===== config.mk =====
export PLATFORM = sky130hd
export DESIGN_NAME = bcd2bin_seq
export DESIGN_NICKNAME = d
export VERILOG_FILES = /design/src/rtl/bcd2bin_seq.sv
export SDC_FILE = /design/constraint.sdc
export NUM_CORES = 1
export LEC_CHECK = 0
export BUFFER_PORTS_ARGS = -buffer_cell sky130_fd_sc_hd__buf_2
export CAP_MARGIN = 30
export CORE_MARGIN = 5
export CORE_UTILIZATION = 50
export DETAILED_ROUTE_END_ITERATION = 10
export PLACE_DENSITY = 0.78
export SLEW_MARGIN = 20
export SYNTH_ARGS = -nofsm -noshare
export SYNTH_HDL_FRONTEND = slang
export SYNTH_SLANG_ARGS = --single-unit

===== constraint.sdc =====
create_clock -name clk -period 1.2 [get_ports clk]
set_input_delay 0.24 -clock clk [delete_from_list [all_inputs] [get_ports clk]]
set_output_delay 0.24 -clock clk [all_outputs]
set_load 0.02 [all_outputs]

===== src/rtl/bcd2bin_seq.sv =====
// Sequential three-digit BCD to 8-bit binary converter (reverse double-dabble).
// One shift/correct step per clock; ten steps per conversion, then a one-cycle done strobe.
module bcd2bin_seq (
  input  logic       clk,
  input  logic       rst_n,
  input  logic       start,
  input  logic [3:0] centenas,
  input  logic [3:0] dezenas,
  input  logic [3:0] unidades,
  output logic [7:0] binary,
  output logic       busy,
  output logic       done,
  output logic       erro_digito,
  output logic       estouro
);

  // Handshake: start is sampled only on an edge where busy=0; the result on
  // binary/erro_digito/estouro is valid from the edge that raises done and is
  // held until the next done. There is no backpressure and no queueing.

  typedef enum logic {
    OCIOSO   = 1'b0,
    CONVERTE = 1'b1
  } state_t;

  state_t      state;
  state_t      state_next;
  logic [21:0] shift_q;
  logic [21:0] shifted;
  logic [21:0] shift_step;
  logic [3:0]  count_q;
  logic        err_q;
  logic        load;
  logic        last_step;
  logic [9:0]  result;

  function automatic logic [3:0] adjust(input logic [3:0] nib);
    return (nib >= 4'd8) ? (nib - 4'd3) : nib;
  endfunction

  // State register
  always_ff @(posedge clk) begin
    if (!rst_n) state <= OCIOSO;
    else        state <= state_next;
  end

  // Next-state logic
  always_comb begin
    state_next = state;
    case (state)
      OCIOSO:   if (start) state_next = CONVERTE;
      CONVERTE: if (count_q == 4'd9) state_next = OCIOSO;
      default:  state_next = OCIOSO;
    endcase
  end

  // FSM outputs and control strobes
  always_comb begin
    busy      = (state == CONVERTE);
    load      = (state == OCIOSO) && start;
    last_step = (state == CONVERTE) && (count_q == 4'd9);
  end

  // One reverse double-dabble step: shift right, then pull each BCD nibble back below 8
  always_comb begin
    shifted    = {1'b0, shift_q[21:1]};
    shift_step = {adjust(shifted[21:18]), adjust(shifted[17:14]),
                  adjust(shifted[13:10]), shifted[9:0]};
    result     = shift_step[9:0];
  end

  always_ff @(posedge clk) begin
    if (!rst_n) begin
      shift_q     <= '0;
      count_q     <= '0;
      err_q       <= 1'b0;
      binary      <= '0;
      done        <= 1'b0;
      erro_digito <= 1'b0;
      estouro     <= 1'b0;
    end else begin
      done <= 1'b0;
      if (load) begin
        shift_q <= {centenas, dezenas, unidades, 10'b0};
        err_q   <= (centenas > 4'd9) || (dezenas > 4'd9) || (unidades > 4'd9);
        count_q <= '0;
      end else if (busy) begin
        shift_q <= shift_step;
        count_q <= count_q + 4'd1;
        if (last_step) begin
          done <= 1'b1;
          if (err_q) begin
            binary      <= 8'h00;
            erro_digito <= 1'b1;
            estouro     <= 1'b0;
          end else if (result > 10'd255) begin
            binary      <= 8'hFF;
            erro_digito <= 1'b0;
            estouro     <= 1'b1;
          end else begin
            binary      <= result[7:0];
            erro_digito <= 1'b0;
            estouro     <= 1'b0;
          end
        end
      end
    end
  end

endmodule


==> impl_results.md <==
- Status: finished with violations
- Failing checks: negative setup slack
- Hold path startpoint: centenas[3]
- Clk sink count: 38
- Clk Latency, worst-skew pair: 0.34 ns
- CTS tree: built
- Worst stage delay on the critical path: 0.42 ns
- GR Overflow Total: 0
- Rel. slew slack: 81.9%
- DIE WIDTH: 68.4 um
- Startpoint types: flip-flop
- I/O pin cnt: 27
- Critical path class: flip-flop to flip-flop
- WL/cell: 14.5 um
- Pin count of the biggest net entering global routing: 16
- Layout Cells excl Fill: 266
- Post-DP HPWL: 2.67 mm
- Via count: 1401
- Port-buffer cells: 26
- GP Congestion: 0.860
- Placed cell count: 254
- Leak: 0.977 nW
- Register area share after synthesis: 44.6%
- Post-synthesis cell type count: 33
- Post-layout minimum cycle time: 1.29 ns
- 1st-pass router iterations: 4
- Detail Route Antenna Nets: 0
- Final setup fails: 10
- Arr. time, crit path: 1.57 ns
- Root buffer cell: clkbuf_4
- Crit path launch: count_q[1]
- Initial antenna violation count: 0
- Yosys reg bits: 38
- Mapped Cells: 172
- P_sw: 651 uW
- Max-Cap Viols: 0
- Met3 GRT Util: 6.24%
- First-pass GRT wire length: 6.29 mm
- Core area: 3310 um2
- RSZ-0062 raised after global routing: true
- CP top delay family: simple AND/OR/NAND/NOR gates
- Cell Area, Synth: 1710 um2
- Reg2Reg Launch Point: count_q[1]
- Diode count: 0
- Combinational share of power: 16.3%
- Clock power frac: 28.5%
- Row cnt: 21
- Slowest CP cell: or3_4
- Initial Utilization: 51.5%
- Chip Height: 68.4 um
- Final Slew Violations: 0
- Layout cells sized above 1: 38.2%
- Final Skew: 0.00406 ns
- Final setup margin: -0.0889 ns
- Area growth from synthesis to layout: 27.4%
- Post-Route WL: 3.85 mm
- Sequential share of power: 55.1%
- Average size of a mapped cell: 9.92 um2
- Area leader, netlist: dfxtp_1
- Vias in the first global route: 1460
- Worst Tran Pin Value: 0.271 ns
- H-tree depth: 2
- Final Cycle Share: 107%
- Worst-path fanout max: 8
- GR peak layer: met2
- Worst Path Buf+Inv: 1
- Peak supply drop: 793 uV
- Global Route met1 Usage: 19.3%
- Inserted Clock Buffers: 5
- DRT iter0 DRCs: 81
- Synth top area share: 44.6%
- # DRC: 0
- Clk buf depth: 2
- Place WS: -0.0877 ns
- Clock slew at reported path FFs: 0.11 ns
- CP Cell Sequence: inv_2 > ha_4 > nand4b_4 > or3_4 > o2bb2ai_2
- Overall Global Routing Usage: 18.2%
- GRT met2 Usage: 31.8%
- Worst hold path type: input port to flip-flop
- Net Sw Frac: 26.7%
- Worst Setup End Kind: flip-flop
- Synth Warn #: 0
- Power Density: 1120 nW/um2
- Final Hold Viols: 0
- Nets: 240
- F_max: 776 MHz
- Worst Path Required: 1.48 ns
- Vias per std cell: 5.27
- Syn Nets: 193
- Synth top area cells: dfxtp_1 (45%), mux2i_1 (9.4%), o2bb2ai_2 (7.0%), nor2_1 (5.7%), ha_1 (4.4%)
- Die footprint: 4680 um2
- Pint: 1.78 mW
synth_stat cells, drive strengths merged:
master,count
xor2,4
dfxtp,38
mux2i,16
mux2,5
nand4b,1
or3b,1
nor2,26
buf,7
a311oi,1
nand2,12
a21oi,8
xnor2,3
o2bb2ai,8
o21ai,6
clkinv,1
or2,1
nand4,1
nand2b,1
o21a,1
nor2b,3
clkbuf,2
ha,6
a211oi,5
or3,1
inv,6
o22a,1
o22ai,1
nor3,2
and3,1
o211a,2
and2,1
worst min-delay path: stages:
cell     delay, ns
buf_2         0.08
mux2i_1       0.06
nor3_1        0.12
repair_timing:
item / CTS / global route
cloned: 0 / 0
hold buffers: 0 / 0
endpoints found under the setup margin: 12 / 28
pin swaps: 2 / 6
buffers inserted: 3 / 2
resized for setup: 6 / 10
hold endpoints to repair: 0 / 0
cells by family (layout without fill, tap and decap cells):
group | count (synthesis) | count (layout) | share of synthesized area (%)
flip-flops | 38 | 38 | 44.6
AO/OA/AOI/OAI | 33 | 33 | 16.4
XOR/XNOR | 7 | 7 | 3.60
adder cells (fa/ha/maj) | 6 | 6 | 4.40
multiplexers | 21 | 21 | 12.7
buffers and inverters | 16 | 64 | 4.70
AND/OR/NAND/NOR | 51 | 51 | 13.6
final cells by class:
| class | instances | area [um2] |
|---|---|---|
| Clock buffer | 7 | 55.1 |
| Clock inverter | 1 | 5.00 |
| Fill cell | 282 | 1140 |
| Inverter | 7 | 30.0 |
| Multi-Input combinational cell | 118 | 903 |
| Sequential cell | 38 | 776 |
| Tap cell | 46 | 57.6 |
| Timing Repair Buffer | 49 | 345 |
power by group through the flow:
stage | clock network (mW) | registers [mW] | logic, mW
after floorplan | 0 | 1.37 | 0.222
after global placement | 0 | 1.37 | 0.337
after detailed placement | 0 | 1.37 | 0.353
after CTS | 0.705 | 1.34 | 0.371
after global routing | 0.769 | 1.35 | 0.442
final | 0.695 | 1.34 | 0.398
sequential cells by signal (all words and copies together) (netlist names):
signal / flops
shift_q: 21
binary: 8
count_q: 4
busy: 1
done: 1
err_q: 1
erro_digito: 1
estouro: 1
cell usage in the layout (no fill, tap or decap), types with 2 or more instances in the layout:
cell type  Yosys  layout
dfxtp_1       38      32
nor2_1        26      26
buf_2          4      25
buf_4          2      18
mux2i_1       16      16
nand2_1       12      11
a21oi_1        8       8
o2bb2ai_2      8       8
o21ai_0        6       6
inv_1          6       5
mux2_2         5       5
ha_1           6       5
clkbuf_4       0       5
xor2_1         4       4
buf_6          1       4
nor2b_1        3       3
xnor2_1        3       3
a211oi_1       5       3
dfxtp_4        0       3
dfxtp_2        0       3
o211a_1        2       2
a211oi_2       0       2
nor3_1         2       2
buf_12         0       2
worst paths after layout:
kind	to	slack, ns	cells after the start
hold / removal	shift_q[21]	0.19	3
setup reg to reg	binary[2]	-0.09	5
hold reg to reg	estouro	0.46	2
setup / recovery	binary[2]	-0.09	5
metrics by stage:
step	power [mW]	area, um2	TNS (ns)	util [%]	hold WS (ns)
2_1_floorplan	1.59	1730	-0.519	-	0.378
3_5_place_dp	1.72	2030	-0.717	61.5	0.447
3_3_place_gp	1.70	2030	-0.487	61.5	0.435
6_report	2.43	2170	-0.594	65.6	0.192
4_1_cts	2.42	2130	-0.972	64.5	0.177
5_1_grt	2.56	2170	-1.10	65.6	0.216
routing by layer:
layer / wire length (um) / vias up / share of wire (%)
li1: - / 685 / -
met1: 1530 / 659 / 40
met2: 1970 / 45 / 51
met3: 234 / 12 / 6.1
met4: 110 / 0 / 2.9
met5: 0 / - / 0
(Power assumes the default switching activity.)
